===== src/rtl/cpu_types_pkg.sv =====
// Shared types and constants for the fetch stage and its IF/ID register.
package cpu_types_pkg;

  typedef logic [31:0] word_t;

  typedef enum logic [1:0] {
    FETCH = 2'd0,
    DRAIN = 2'd1,
    HELD  = 2'd2
  } fetch_state_t;

  // addi x0,x0,0 -- what decode sees while IF/ID holds a bubble
  localparam word_t FETCH_NOP = 32'h0000_0013;

endpackage


===== src/rtl/fetch_stage_ifid_latch.sv =====
// IF/ID pipeline register: load a fetched instruction, insert a bubble, or hold.
// pc4 is computed here so it always tracks the stored pc.
module ifid_latch
  import cpu_types_pkg::*;
(
  input  logic  CLK,
  input  logic  RST,
  input  logic  load,
  input  logic  bubble,
  input  word_t instr_in,
  input  word_t pc_in,
  output logic  valid,
  output word_t instr,
  output word_t pc,
  output word_t pc4
);

  logic  valid_q, valid_d;
  word_t instr_q, instr_d;
  word_t pc_q, pc_d;
  word_t pc4_q, pc4_d;

  // Next-value select: bubble wins over load, otherwise hold
  always_comb begin
    valid_d = valid_q;
    instr_d = instr_q;
    pc_d    = pc_q;
    pc4_d   = pc4_q;
    if (bubble) begin
      valid_d = 1'b0;
      instr_d = FETCH_NOP;
      pc_d    = '0;
      pc4_d   = '0;
    end else if (load) begin
      valid_d = 1'b1;
      instr_d = instr_in;
      pc_d    = pc_in;
      pc4_d   = pc_in + 32'd4;
    end
  end

  // IF/ID flops; reset leaves a bubble
  always_ff @(posedge CLK or posedge RST) begin
    if (RST) begin
      valid_q <= 1'b0;
      instr_q <= FETCH_NOP;
      pc_q    <= '0;
      pc4_q   <= '0;
    end else begin
      valid_q <= valid_d;
      instr_q <= instr_d;
      pc_q    <= pc_d;
      pc4_q   <= pc4_d;
    end
  end

  assign valid = valid_q;
  assign instr = instr_q;
  assign pc    = pc_q;
  assign pc4   = pc4_q;

endmodule


===== src/rtl/fetch_stage.sv =====
// Instruction-fetch stage: PC register, imem request handshake, stall/flush FSM.
// Optional build macro FETCH_PERF_EN adds fetch and stall-cycle counters.
module fetch_stage
  import cpu_types_pkg::*;
#(
  parameter word_t PC_INIT = 32'h0000_0000
) (
  input  logic        CLK,
  input  logic        RST,
  input  logic        pc_write,
  input  logic        ifid_write,
  input  logic        flush,
  input  logic [31:0] redirect_pc,
  output logic        imem_ren,
  output logic [31:0] imem_addr,
  input  logic [31:0] imem_load,
  input  logic        ihit,
`ifdef FETCH_PERF_EN
  output logic [31:0] perf_fetched,
  output logic [31:0] perf_stall_cycles,
`endif
  output logic        ifid_valid,
  output logic [31:0] ifid_instr,
  output logic [31:0] ifid_pc,
  output logic [31:0] ifid_pc4
);

  fetch_state_t state_q, state_d;
  word_t        pc_q, pc_d;
  word_t        pending_q, pending_d;
  word_t        held_q, held_d;

  logic  fire;
  logic  ifid_load;
  logic  ifid_bubble;
  word_t ifid_src;

  assign fire = pc_write & ifid_write;

  // Request outputs depend only on state and PC; reset forces the request low
  assign imem_ren  = (state_q != HELD) & ~RST;
  assign imem_addr = pc_q;

  // Next-state, PC and IF/ID control
  always_comb begin
    state_d     = state_q;
    pc_d        = pc_q;
    pending_d   = pending_q;
    held_d      = held_q;
    ifid_load   = 1'b0;
    ifid_bubble = 1'b0;
    ifid_src    = imem_load;
    unique case (state_q)
      FETCH: begin
        if (ihit) begin
          if (flush) begin
            pc_d        = redirect_pc;
            ifid_bubble = 1'b1;
          end else if (fire) begin
            ifid_load = 1'b1;
            pc_d      = pc_q + 32'd4;
          end else begin
            held_d  = imem_load;
            state_d = HELD;
          end
        end else if (flush) begin
          // request is still outstanding, so park the target until it completes
          pending_d   = redirect_pc;
          ifid_bubble = 1'b1;
          state_d     = DRAIN;
        end else if (ifid_write) begin
          ifid_bubble = 1'b1;
        end
      end
      DRAIN: begin
        ifid_bubble = 1'b1;
        if (flush) pending_d = redirect_pc;
        if (ihit) begin
          // a flush arriving on the completing cycle is the newest target
          pc_d    = flush ? redirect_pc : pending_q;
          state_d = FETCH;
        end
      end
      HELD: begin
        ifid_src = held_q;
        if (flush) begin
          pc_d        = redirect_pc;
          ifid_bubble = 1'b1;
          state_d     = FETCH;
        end else if (fire) begin
          ifid_load = 1'b1;
          pc_d      = pc_q + 32'd4;
          state_d   = FETCH;
        end
      end
      default: state_d = FETCH;
    endcase
  end

  // FSM and fetch-side registers
  always_ff @(posedge CLK or posedge RST) begin
    if (RST) begin
      state_q   <= FETCH;
      pc_q      <= PC_INIT;
      pending_q <= '0;
      held_q    <= '0;
    end else begin
      state_q   <= state_d;
      pc_q      <= pc_d;
      pending_q <= pending_d;
      held_q    <= held_d;
    end
  end

  ifid_latch u_ifid (
    .CLK      (CLK),
    .RST      (RST),
    .load     (ifid_load),
    .bubble   (ifid_bubble),
    .instr_in (ifid_src),
    .pc_in    (pc_q),
    .valid    (ifid_valid),
    .instr    (ifid_instr),
    .pc       (ifid_pc),
    .pc4      (ifid_pc4)
  );

`ifdef FETCH_PERF_EN
  word_t fetched_q, fetched_d;
  word_t stall_q, stall_d;

  always_comb begin
    fetched_d = fetched_q + {31'd0, ifid_load};
    stall_d   = stall_q + {31'd0, (imem_ren & ~ihit) | (state_q == HELD)};
  end

  // Wrapping performance counters
  always_ff @(posedge CLK or posedge RST) begin
    if (RST) begin
      fetched_q <= '0;
      stall_q   <= '0;
    end else begin
      fetched_q <= fetched_d;
      stall_q   <= stall_d;
    end
  end

  assign perf_fetched      = fetched_q;
  assign perf_stall_cycles = stall_q;
`endif

endmodule


===== config.mk =====
export PLATFORM = sky130hd
export DESIGN_NAME = fetch_stage
export DESIGN_NICKNAME = d
export VERILOG_FILES = /design/src/rtl/cpu_types_pkg.sv /design/src/rtl/fetch_stage_ifid_latch.sv /design/src/rtl/fetch_stage.sv
export SDC_FILE = /design/constraint.sdc
export NUM_CORES = 1
export LEC_CHECK = 0
export CAP_MARGIN = 10
export CORE_UTILIZATION = 40
export CTS_BUF_LIST = sky130_fd_sc_hd__clkbuf_16
export CTS_CLUSTER_DIAMETER = 120
export DETAILED_ROUTE_END_ITERATION = 8
export PLACE_DENSITY = 0.65
export SETUP_SLACK_MARGIN = 0.3
export SLEW_MARGIN = 20
export SYNTH_ARGS = -nofsm -noshare
export SYNTH_HDL_FRONTEND = slang
export SYNTH_HIERARCHICAL = 1
export SYNTH_SLANG_ARGS = --single-unit
export TNS_END_PERCENT = 5

===== constraint.sdc =====
create_clock -name CLK -period 5.5 [get_ports CLK]
set_input_delay 1.1 -clock CLK [delete_from_list [all_inputs] [get_ports CLK]]
set_output_delay 1.1 -clock CLK [all_outputs]
set_load 0.01 [all_outputs]

==> metrics.log, run 1 <==
[metrics] clock-pin slew on the worst setup and hold paths: 70 ps
[metrics] drt drc: 0
[metrics] endpoint of the lowest-slack register-to-register path: u_ifid/pc4[31]
[metrics] level count of the clock H-tree: 4
[metrics] Crit path required time: 5860 ps
[metrics] antenna violations before repair: 0
[metrics] global route total overflow: 0
[metrics] number of flops mapped to enable cells by yosys: 0
[metrics] minimum clock period after layout: 3800 ps
[metrics] final setup violation count: 0
[metrics] highest metal layer with signal wires: met4
[metrics] number of inserted filler cells in the final layout: 2167
[metrics] sort of element at the start of the critical path: primary input
[metrics] leakage power figure: 4.96 nW
[metrics] commonest register cell after synthesis: dfrtp_1
[metrics] Worst IR Drop VDD: 202 uV
[metrics] status: finished clean
[metrics] Layout Cells excl Fill: 1434
[metrics] number of violations of the max-capacitance limit: 0
[metrics] Site Rows: 57
[metrics] clk buf depth: 2
[metrics] Total GRT Usage: 22.6%
[metrics] Total Wirelength: 28.7 mm
[metrics] area growth from synthesis to layout: 28.3%
[metrics] biggest fanout along the worst timing path: 28
[metrics] GPL Wtd Cong: 0.857
[metrics] post-cts repair resize count: 0
[metrics] mean post-synth cell area: 10.6 um2
[metrics] TritonCTS clock tree: yes
[metrics] average wire per cell in the routed design: 20.0 um
[metrics] remaining antenna violation count: 0
[metrics] path depth of the worst reg2reg path: 9
[metrics] worst path cell trace: clkdlybuf4s50_1, a211o_1, and3_1, nand2_1, inv_4, inv_1, or4_1, nor3_1, nand3b_1
[metrics] Critical Path Max Stage Delay: 910 ps
[metrics] crit path kind: in -> reg
[metrics] maximum number of pins on one net before global-route repair: 98
[metrics] x dimension of the die: 160 um
[metrics] Root Buffer: clkbuf_16
[metrics] routed metal-1 wirelength: 13.1 mm
[metrics] quantity of I/O buffers inserted on ports: 199
[metrics] sequential element share of the synthesized area: 48.6%
[metrics] final design utilization: 52.5%
[metrics] first-pass GRT wire length: 45.4 mm
[metrics] Seq cells post-synth: 193
[metrics] power density over the cells: 346 nW/um2
[metrics] clock network latency to the later pin of the worst-skew pair: 440 ps
[metrics] clk_skew: 11.9 ps
[metrics] number of global-route vias before repair: 7941
[metrics] max-slew violation count: 0
[metrics] initial DRC count: 701
[metrics] source of the worst register-to-register timing path: state_q[0]
[metrics] post-synthesis cell count: 939
[metrics] footprint of the flip-flops and latches: 4830 um2
[metrics] FFs w/ async S/R, synth: 100%
[metrics] syn_nets: 1011
[metrics] RSZ-0062 raised after global routing: false
[metrics] Worst path slowest cell: clkdlybuf4s50_1
[metrics] detailed-routed wire length on met3: 1.83 mm
[metrics] Hold Crit Class: reg -> reg
[metrics] vias per std cell: 5.75
[metrics] setup TNS: 0 ps
[metrics] post-layout net count: 1169
[metrics] Slew headroom: 33.9%
[metrics] arrival time at the worst endpoint: 4160 ps
[metrics] total number of vias: 8250
[metrics] number of detailed-routing iterations run before antenna repair: 6
[metrics] total half-perimeter wirelength after legalization and detailed placement: 18.9 mm
[metrics] fraction of final layout cells sized beyond drive strength 1: 10.0%
[metrics] # IOs: 200
[metrics] number of synthesis warnings: 6
[metrics] starting density of the core: 40.9%
[metrics] ratio of final minimum period to clock period: 69.0%
[metrics] register-to-register path setup slack: 2560 ps
[metrics] Cell Count Post-Placement: 1402
[metrics] clock buffers created by TritonCTS: 17
[metrics] clock sink count: 193
[metrics] capture endpoint of the worst hold path: pending_q[2]
[metrics] slew at the pin with the worst max-slew slack: 983 ps
[metrics] Die Y-Extent: 160 um
[metrics] Cell Area, Synth: 9940 um2
[metrics] category of cells accounting for the largest share of critical-path delay: buffers and inverters
[metrics] die area: 25500 um2
[metrics] CTS hold repair buffers: 0
[metrics] number of diodes: 0
[metrics] standard cell core area: 24300 um2
[metrics] routed wl met2: 13.0 mm
[metrics] Worst Min Path Start: pending_q[2]
[metrics] area taken by multi-input logic gates: 4750 um2
[metrics] timing-limited maximum frequency: 263 MHz
[metrics] Bufs and invs on worst path: 3
[metrics] Final Hold Fails: 0
[metrics] number of setup buffers added after CTS: 0
[metrics] worst hold stages: 1
[metrics] CP endpoint kind: flip-flop
[metrics] number of distinct library cells after synthesis: 71
==> area by class of cell <==
class                   count  area share, %
well taps                 324           3.18
flip-flops and latches    193           37.9
clock buffers              17           3.33
repair buffers            213           16.5
multi-input cells         656           37.2
clock inverters            15           1.31
inverters                  16          0.530
==> cell usage after synthesis (all sizes together) (6+ instances only) <==
cell type  number  area share (%)
nor2b           6            0.38
and2           16             1.0
nand3          33             1.8
a31o           11            0.97
o311ai         11            0.97
mux2           97              11
clkbuf         44             1.7
nor4           24             1.7
xnor2           7            0.62
nand2          46             1.7
a211oi         19             1.4
dfrtp         190              48
buf            30             1.7
a21oi          13            0.65
and3            7            0.44
nor2          109             4.1
a22o            8            0.70
o22ai           7            0.44
a311oi         10            0.88
o21ai          20             1.0
or3            11            0.72
nand4          27             1.8
inv            16            0.60
or4             8            0.65
mux2i          69             6.9
o211ai         12            0.91
and4            9            0.79
nor3           13            0.65
==> report_power, final <==
part	total [mW]	switching, mW	leakage [nW]	internal (mW)
Sequential	2.02	0.369	2.45	1.65
Clock	1.27	0.617	0.286	0.650
Combinational	1.13	0.554	2.22	0.575
==> sequential cells by signal (all words and copies together), names as in the netlist <==
name	cells
u_ifid/pc4	30
u_ifid/pc	32
u_ifid/instr	32
pending_q	32
u_ifid/valid	1
state_q	2
held_q	32
imem_addr	32
==> cell families after synthesis <==
kind of cell,count (synthesis),share of synthesized area (%)
buffers and inverters,90,3.94
AO/OA/AOI/OAI,151,11.4
XOR/XNOR,12,1.06
AND/OR/NAND/NOR,325,16.9
multiplexers,166,17.9
adder cells (fa/ha/maj),2,0.252
flip-flops,193,48.6
==> layer usage <==
metal / up-vias / track usage [%]
met5: - / 0
met4: 0 / 7.69
met3: 53 / 4.39
met2: 317 / 33.7
met1: 4082 / 32.6
li1: 3798 / -
==> through the flow <==
step	cell area [um2]	hold WS (ps)	setup WS [ps]	power [mW]
final	12800	482	1700	4.41
after global routing	12800	502	1480	4.64
after CTS	12800	486	1750	4.44
after detailed placement	12200	468	1310	3.17
after global placement	12200	460	1390	3.15
after floorplan	9940	449	1840	2.58
==> cells in the final DEF, fill, tap and decap left out, drive strengths merged, types with 4 or more instances in the layout <==
cell / Yosys / final
clkdlybuf4s50: 0 / 199
or4: 8 / 8
a221oi: 5 / 5
and4: 9 / 9
nor4: 24 / 24
nand3: 33 / 33
nor3: 13 / 13
or3: 11 / 11
inv: 16 / 24
clkinv: 0 / 4
a31o: 11 / 11
xor2: 5 / 5
o22ai: 7 / 7
dfrtp: 190 / 190
nor2b: 6 / 6
xnor2: 7 / 7
nand4: 27 / 27
mux2: 97 / 97
a22o: 8 / 8
and3: 7 / 7
a211o: 4 / 4
o21ai: 20 / 20
o211ai: 12 / 12
o311ai: 11 / 11
mux2i: 69 / 69
a21oi: 13 / 13
a31oi: 5 / 5
o31ai: 4 / 4
nor2: 109 / 109
or2: 5 / 5
a211oi: 19 / 19
buf: 30 / 14
nand2: 46 / 46
and2: 16 / 16
clkbuf: 44 / 17
nor3b: 4 / 4
a311oi: 10 / 10
==> how the worst max path moves through the flow <==
stage	startpoint	end	slack (ps)	depth (start not counted)
floorplan	RST	held_q[0]	1840	1
global placement	flush	u_ifid/pc4[31]	1390	9
detailed placement	flush	u_ifid/pc4[31]	1310	9
CTS	flush	u_ifid/pc4[31]	1750	9
global route	flush	u_ifid/pc4[31]	1480	9
finish	flush	u_ifid/pc4[31]	1700	9
Note: power is estimated with default switching activity, not from simulation.
==> inputs of run 2 (changes only) <==
==> constraint.sdc (replaced) <==
create_clock -name CLK -period 3.8 [get_ports CLK]
set_input_delay 0.76 -clock CLK [delete_from_list [all_inputs] [get_ports CLK]]
set_output_delay 0.76 -clock CLK [all_outputs]
set_load 0.01 [all_outputs]
==> metrics.log, run 2 (synthesis results as in run 1) <==
[metrics] CP endpoint kind: flip-flop
[metrics] Worst IR Drop VDD: 250 uV (+24%)
[metrics] commonest cells after routing, fill and taps aside: 199 x clkdlybuf4s50_1, 190 x dfrtp_1, 109 x nor2_1
[metrics] arrival time at the worst endpoint: 3110 ps (-1050 ps)
[metrics] biggest fanout along the worst timing path: 100 (+260%)
[metrics] die area: 25500 um2 (unchanged)
[metrics] clock sink count: 193 (unchanged)
[metrics] Site Rows: 57 (unchanged)
[metrics] CTS hold repair buffers: 0 (unchanged)
[metrics] Final Hold Slack: 490 ps (+7.73 ps)
[metrics] number of detailed-routing iterations run before antenna repair: 6 (unchanged)
[metrics] sort of element at the start of the critical path: primary input
[metrics] total half-perimeter wirelength after legalization and detailed placement: 19.3 mm (+1.8%)
[metrics] startpoint of the worst setup timing path: ifid_write
[metrics] capture endpoint of the worst hold path: pending_q[25]
[metrics] number of violations of the max-capacitance limit: 0 (unchanged)
[metrics] Worst Min Path Start: pending_q[25]
[metrics] power share of the combinational group: 26.9% (+1.3 points)
[metrics] # IOs: 200 (unchanged)
[metrics] antenna violations before repair: 0 (unchanged)
[metrics] Worst path slowest cell: clkdlybuf4s50_1
[metrics] Cell Count Post-Placement: 1411 (+0.64%)
[metrics] number of global-route vias before repair: 7795 (-1.8%)
[metrics] remaining antenna violation count: 0 (unchanged)
[metrics] total number of vias: 8249 (-0.012%)
[metrics] fraction of final layout cells sized beyond drive strength 1: 10.7% (+0.72 points)
[metrics] worst path cell trace: clkdlybuf4s50_1, a211o_1, and3_1, nand2_1, inv_4, buf_12, buf_4, nor2_1, a211oi_1
[metrics] level count of the clock H-tree: 4 (unchanged)
[metrics] clock-pin slew on the worst setup and hold paths: 70 ps (about the same)
[metrics] area of all placed cells without fillers: 12900 um2 (+0.85%)
[metrics] register-to-register path setup slack: 1050 ps (-1510 ps)
[metrics] ratio of final minimum period to clock period: 73.0%
[metrics] max-slew violation count: 0 (unchanged)
[metrics] number of diodes: 0 (unchanged)
[metrics] leakage power figure: 5.02 nW (+1.2%)
[metrics] minimum clock period after layout: 2770 ps
[metrics] portion of total power attributed to the clock network: 28.6% (about the same)
[metrics] vias per std cell: 5.72 (-0.64%)
[metrics] TritonCTS clock tree: yes
[metrics] clock buffers created by TritonCTS: 17 (unchanged)
[metrics] setup TNS: 0 ps (unchanged)
[metrics] x dimension of the die: 160 um (unchanged)
[metrics] power density over the cells: 500 nW/um2 (+45%)
[metrics] first-pass GRT wire length: 45.6 mm (+0.49%)
[metrics] Final Hold Fails: 0 (unchanged)
[metrics] register share of total power: 44.5% (-1.2 points)
[metrics] global route total overflow: 0 (unchanged)
[metrics] clk buf depth: 2 (unchanged)
[metrics] path depth of the worst reg2reg path: 5 (-4)
[metrics] Hold Crit Class: reg -> reg
[metrics] clock network latency to the later pin of the worst-skew pair: 440 ps (about the same)
[metrics] Total GRT Usage: 22.8% (+0.23 points)
[metrics] number of setup buffers added after CTS: 0 (unchanged)
[metrics] source of the worst register-to-register timing path: imem_addr[2]
[metrics] area growth from synthesis to layout: 29.4%
[metrics] RSZ-0062 raised after global routing: false
[metrics] Layout Cells excl Fill: 1443 (+0.63%)
[metrics] switching part of the total power: 34.9% (about the same)
[metrics] starting density of the core: 40.9% (unchanged)
[metrics] standard cell core area: 24300 um2 (unchanged)
[metrics] post-layout net count: 1178 (+0.77%)
[metrics] status: finished clean
[metrics] Bufs and invs on worst path: 4 (+1)
[metrics] Total Wirelength: 28.8 mm (+0.39%)
[metrics] category of cells accounting for the largest share of critical-path delay: buffers and inverters
[metrics] Crit path required time: 4140 ps (-1720 ps)
[metrics] quantity of I/O buffers inserted on ports: 199 (unchanged)
[metrics] average wire per cell in the routed design: 19.9 um (-0.23%)
[metrics] P_sw: 2.25 mW (+46%)
[metrics] initial DRC count: 643 (-8.3%)
[metrics] clk_skew: 9.30 ps (-2.57 ps)
[metrics] post-cts repair resize count: 0 (unchanged)
[metrics] GPL Wtd Cong: 0.853 (-0.48%)
[metrics] drt drc: 0 (unchanged)
[metrics] slew at the pin with the worst max-slew slack: 1090 ps (+105 ps)
[metrics] maximum number of pins on one net before global-route repair: 101 (+3.1%)
[metrics] timing-limited maximum frequency: 361 MHz
[metrics] Die Y-Extent: 160 um (unchanged)
[metrics] endpoint of the lowest-slack register-to-register path: u_ifid/pc4[20]
[metrics] worst hold stages: 1 (unchanged)
[metrics] total internal power: 4.19 mW (+46%)
[metrics] crit path kind: in -> reg
[metrics] dpl cell area: 12300 um2 (+0.86%)
[metrics] Slew headroom: 26.8% (-7.1 points)
[metrics] most common cell after layout, fill and taps aside: clkdlybuf4s50_1
[metrics] Root Buffer: clkbuf_16
[metrics] final setup violation count: 0 (unchanged)
[metrics] Critical Path Max Stage Delay: 490 ps (-420 ps)
==> run 2: per-layer routing <==
layer	GRT usage, %	up-vias	routed length (um)
li1	-	3812	-
met1	32.3	4081	13000
met2	35.5	310	13400
met3	3.90	46	1670
met4	7.26	0	627
met5	0	-	0
==> run 2: worst max path at each step <==
stage / end / slack [ps] / cells after the start
floorplan: held_q[0] / 480 / 1
global placement: u_ifid/pc[5] / 630 / 9
detailed placement: u_ifid/pc4[6] / 540 / 9
CTS: u_ifid/pc4[6] / 1020 / 9
global route: u_ifid/pc4[6] / 840 / 9
finish: u_ifid/pc4[6] / 1030 / 9
==> run 2: final cells by class <==
cell class,instances,area (um2)
inverters,16,67.6
clock buffers,17,425
fillers,2168,11500
clock inverters,15,171
repair buffers,222,2210
well taps,324,405
flip-flops and latches,193,4830
multi-input cells,656,4750
==> run 2: power by group through the flow <==
stage          clock network, mW  registers [mW]  logic, mW
2_1_floorplan                  0            2.82      0.917
3_3_place_gp                   0            2.89       1.71
3_5_place_dp                   0            2.90       1.74
4_1_cts                     1.88            2.86       1.74
5_1_grt                     1.96            2.93       1.88
6_report                    1.84            2.87       1.73
==> run 2: per-stage QoR <==
| stage | power, mW | setup WS (ps) | utilization, % |
|---|---|---|---|
| floorplan | 3.74 | 478 | - |
| global placement | 4.60 | 629 | 50.5 |
| detailed placement | 4.64 | 541 | 50.5 |
| CTS | 6.49 | 1020 | 52.9 |
| global route | 6.76 | 844 | 52.9 |
| finish | 6.44 | 1030 | 52.9 |
==> inputs of run 3 (changes only) <==
==> constraint.sdc (replaced) <==
create_clock -name CLK -period 2.75 [get_ports CLK]
set_input_delay 0.55 -clock CLK [delete_from_list [all_inputs] [get_ports CLK]]
set_output_delay 0.55 -clock CLK [all_outputs]
set_load 0.01 [all_outputs]
==> metrics.log, run 3 (synthesis results as in run 1) <==
[metrics] Root Buffer: clkbuf_16
[metrics] register share of total power: 41.5% (-3.0 points)
[metrics] first-pass GRT wire length: 46.6 mm (+2.3%)
[metrics] routed wl met2: 13.8 mm (+2.5%)
[metrics] average wire per cell in the routed design: 20.0 um (+0.39%)
[metrics] Worst path slowest cell: dfrtp_1
[metrics] Total Wirelength: 29.6 mm (+2.7%)
[metrics] Site Rows: 57 (unchanged)
[metrics] Worst IR Drop VDD: 490 uV (+96%)
[metrics] drt drc: 0 (unchanged)
[metrics] antenna violations before repair: 0 (unchanged)
[metrics] starting density of the core: 40.9% (unchanged)
[metrics] CP endpoint kind: output pin
[metrics] category of cells accounting for the largest share of critical-path delay: flip-flops
[metrics] P_sw: 3.17 mW (+41%)
[metrics] RSZ-0062 raised after global routing: false
[metrics] fraction of final layout cells sized beyond drive strength 1: 13.5% (+2.7 points)
[metrics] leakage power figure: 5.21 nW (+3.8%)
[metrics] GPL Wtd Cong: 0.863 (+1.2%)
[metrics] clock sink count: 193 (unchanged)
[metrics] slew at the pin with the worst max-slew slack: 614 ps (-474 ps)
[metrics] number of violations of the max-capacitance limit: 0 (unchanged)
[metrics] minimum clock period after layout: 2350 ps
[metrics] detailed-routed wire length on met3: 1.68 mm (+0.96%)
[metrics] endpoint of the lowest-slack register-to-register path: imem_addr[23]
[metrics] power share of the combinational group: 31.2% (+4.3 points)
[metrics] standard cell core area: 24300 um2 (unchanged)
[metrics] register-to-register path setup slack: 450 ps (-600 ps)
[metrics] commonest cells after routing, fill and taps aside: 199 x clkdlybuf4s50_1, 189 x dfrtp_1, 109 x nor2_1
[metrics] Hold Crit Class: reg -> reg
[metrics] crit path kind: reg -> out
[metrics] area growth from synthesis to layout: 33.1%
[metrics] setup TNS: 0 ps (unchanged)
[metrics] Worst Min Path Start: pending_q[14]
[metrics] final setup violation count: 0 (unchanged)
[metrics] level count of the clock H-tree: 4 (unchanged)
[metrics] number of detailed-routing iterations run before antenna repair: 5 (-1)
[metrics] clock network latency to the later pin of the worst-skew pair: 450 ps (about the same)
[metrics] Slew headroom: 58.8% (+32 points)
[metrics] global route total overflow: 0 (unchanged)
[metrics] clk buf depth: 2 (unchanged)
[metrics] number of global-route vias before repair: 8336 (+6.9%)
[metrics] number of diodes: 0 (unchanged)
[metrics] remaining antenna violation count: 0 (unchanged)
[metrics] Total GRT Usage: 23.5% (+0.71 points)
[metrics] source of the worst register-to-register timing path: imem_addr[12]
[metrics] total internal power: 5.88 mW (+40%)
[metrics] total half-perimeter wirelength after legalization and detailed placement: 20.3 mm (+5.4%)
[metrics] biggest fanout along the worst timing path: 16 (-84%)
[metrics] max-slew violation count: 0 (unchanged)
[metrics] path depth of the worst reg2reg path: 5 (unchanged)
[metrics] power density over the cells: 684 nW/um2 (+37%)
[metrics] clock buffers created by TritonCTS: 17 (unchanged)
[metrics] highest metal layer with signal wires: met4
[metrics] # IOs: 200 (unchanged)
[metrics] clock-pin slew on the worst setup and hold paths: 70 ps (about the same)
[metrics] status: finished clean
[metrics] vias per std cell: 5.73 (+0.16%)
[metrics] timing-limited maximum frequency: 426 MHz
[metrics] quantity of I/O buffers inserted on ports: 199 (unchanged)
[metrics] portion of total power attributed to the clock network: 27.3% (-1.3 points)
[metrics] worst hold stages: 1 (unchanged)
[metrics] clk_skew: 18.5 ps (+9.22 ps)
[metrics] Final Hold Slack: 488 ps (-1.83 ps)
[metrics] initial DRC count: 602 (-6.4%)
[metrics] post-layout total power: 9.05 mW (+41%)
[metrics] TritonCTS clock tree: yes
[metrics] x dimension of the die: 160 um (unchanged)
[metrics] switching part of the total power: 35.0% (+0.13 points)
[metrics] routed metal-1 wirelength: 13.3 mm (+1.8%)
[metrics] Final Hold Fails: 0 (unchanged)
[metrics] post-layout net count: 1211 (+2.8%)
[metrics] die area: 25500 um2 (unchanged)
[metrics] most common cell after layout, fill and taps aside: clkdlybuf4s50_1
[metrics] ratio of final minimum period to clock period: 85.4%
[metrics] Critical Path Max Stage Delay: 690 ps (+200 ps)
[metrics] sort of element at the start of the critical path: flip-flop
[metrics] capture endpoint of the worst hold path: pending_q[14]
[metrics] arrival time at the worst endpoint: 1800 ps (-1310 ps)
[metrics] total number of vias: 8451 (+2.4%)
[metrics] worst path cell trace: clkdlybuf4s50_1
[metrics] Die Y-Extent: 160 um (unchanged)
[metrics] Crit path required time: 2200 ps (-1940 ps)
[metrics] Bufs and invs on worst path: 1 (-3)
[metrics] maximum number of pins on one net before global-route repair: 99 (-2.0%)
==> run 3: cell count changes in the layout (fill, tap and decap cells not counted), sizes merged <==
cell,before,now
clkinv,2,5
buf,23,56
bufinv,1,0
clkinvlp,3,2
inv,25,24
==> run 3: worst max path at each step <==
stage	start	endpoint	slack, ps	cells past startpoint
CTS	state_q[1]	imem_ren	380	3
global route	ifid_write	u_ifid/pc4[29]	320	9
global placement	flush	u_ifid/pc4[31]	80	10
floorplan	RST	u_ifid/instr[10]	-270	1
detailed placement	flush	u_ifid/pc4[31]	30	10
finish	imem_addr[23]	imem_addr[23]	400	1
==> run 3: layer usage <==
metal,GRT usage [%],vias to the layer above
li1,-,3877
met5,0,-
met2,36.1,324
met1,32.7,4198
met3,4.13,52
met4,9.88,0
==> run 3: power by group through the flow <==
stage	Sequential, mW	Clock (mW)	Combinational, mW
2_1_floorplan	3.90	0	1.27
3_3_place_gp	3.79	0	2.78
3_5_place_dp	3.81	0	2.81
4_1_cts	3.76	2.54	2.83
5_1_grt	3.82	2.65	3.04
6_report	3.76	2.47	2.82
==> run 3: what timing repair did <==
action / 4_1_cts / 5_1_grt
setup buffers: 1 / 0
pin swaps: 0 / 0
hold buffers: 0 / 0
resized for setup: 0 / 1
endpoints found under the setup margin: 1 / 1
cloned: 0 / 0
==> run 3: through the flow <==
stage | area, um2 | cells | utilization [%] | setup WS, ps
6_report | 13200 | 1476 | 54.4 | 402
5_1_grt | 13200 | 1476 | 54.4 | 316
4_1_cts | 13200 | 1476 | 54.4 | 382
3_5_place_dp | 12600 | 1443 | 52.0 | 26.5
3_3_place_gp | 12600 | 1443 | 52.0 | 82.3
2_1_floorplan | 9950 | 939 | - | -272
==> run 3: cell type report <==
class	instances	area (um2)
Clock buffer	17	425
Clock inverter	15	163
Fill cell	2156	11100
Inverter	16	68.8
Multi-Input combinational cell	656	4750
Sequential cell	193	4830
Tap cell	324	405
Timing Repair Buffer	255	2590
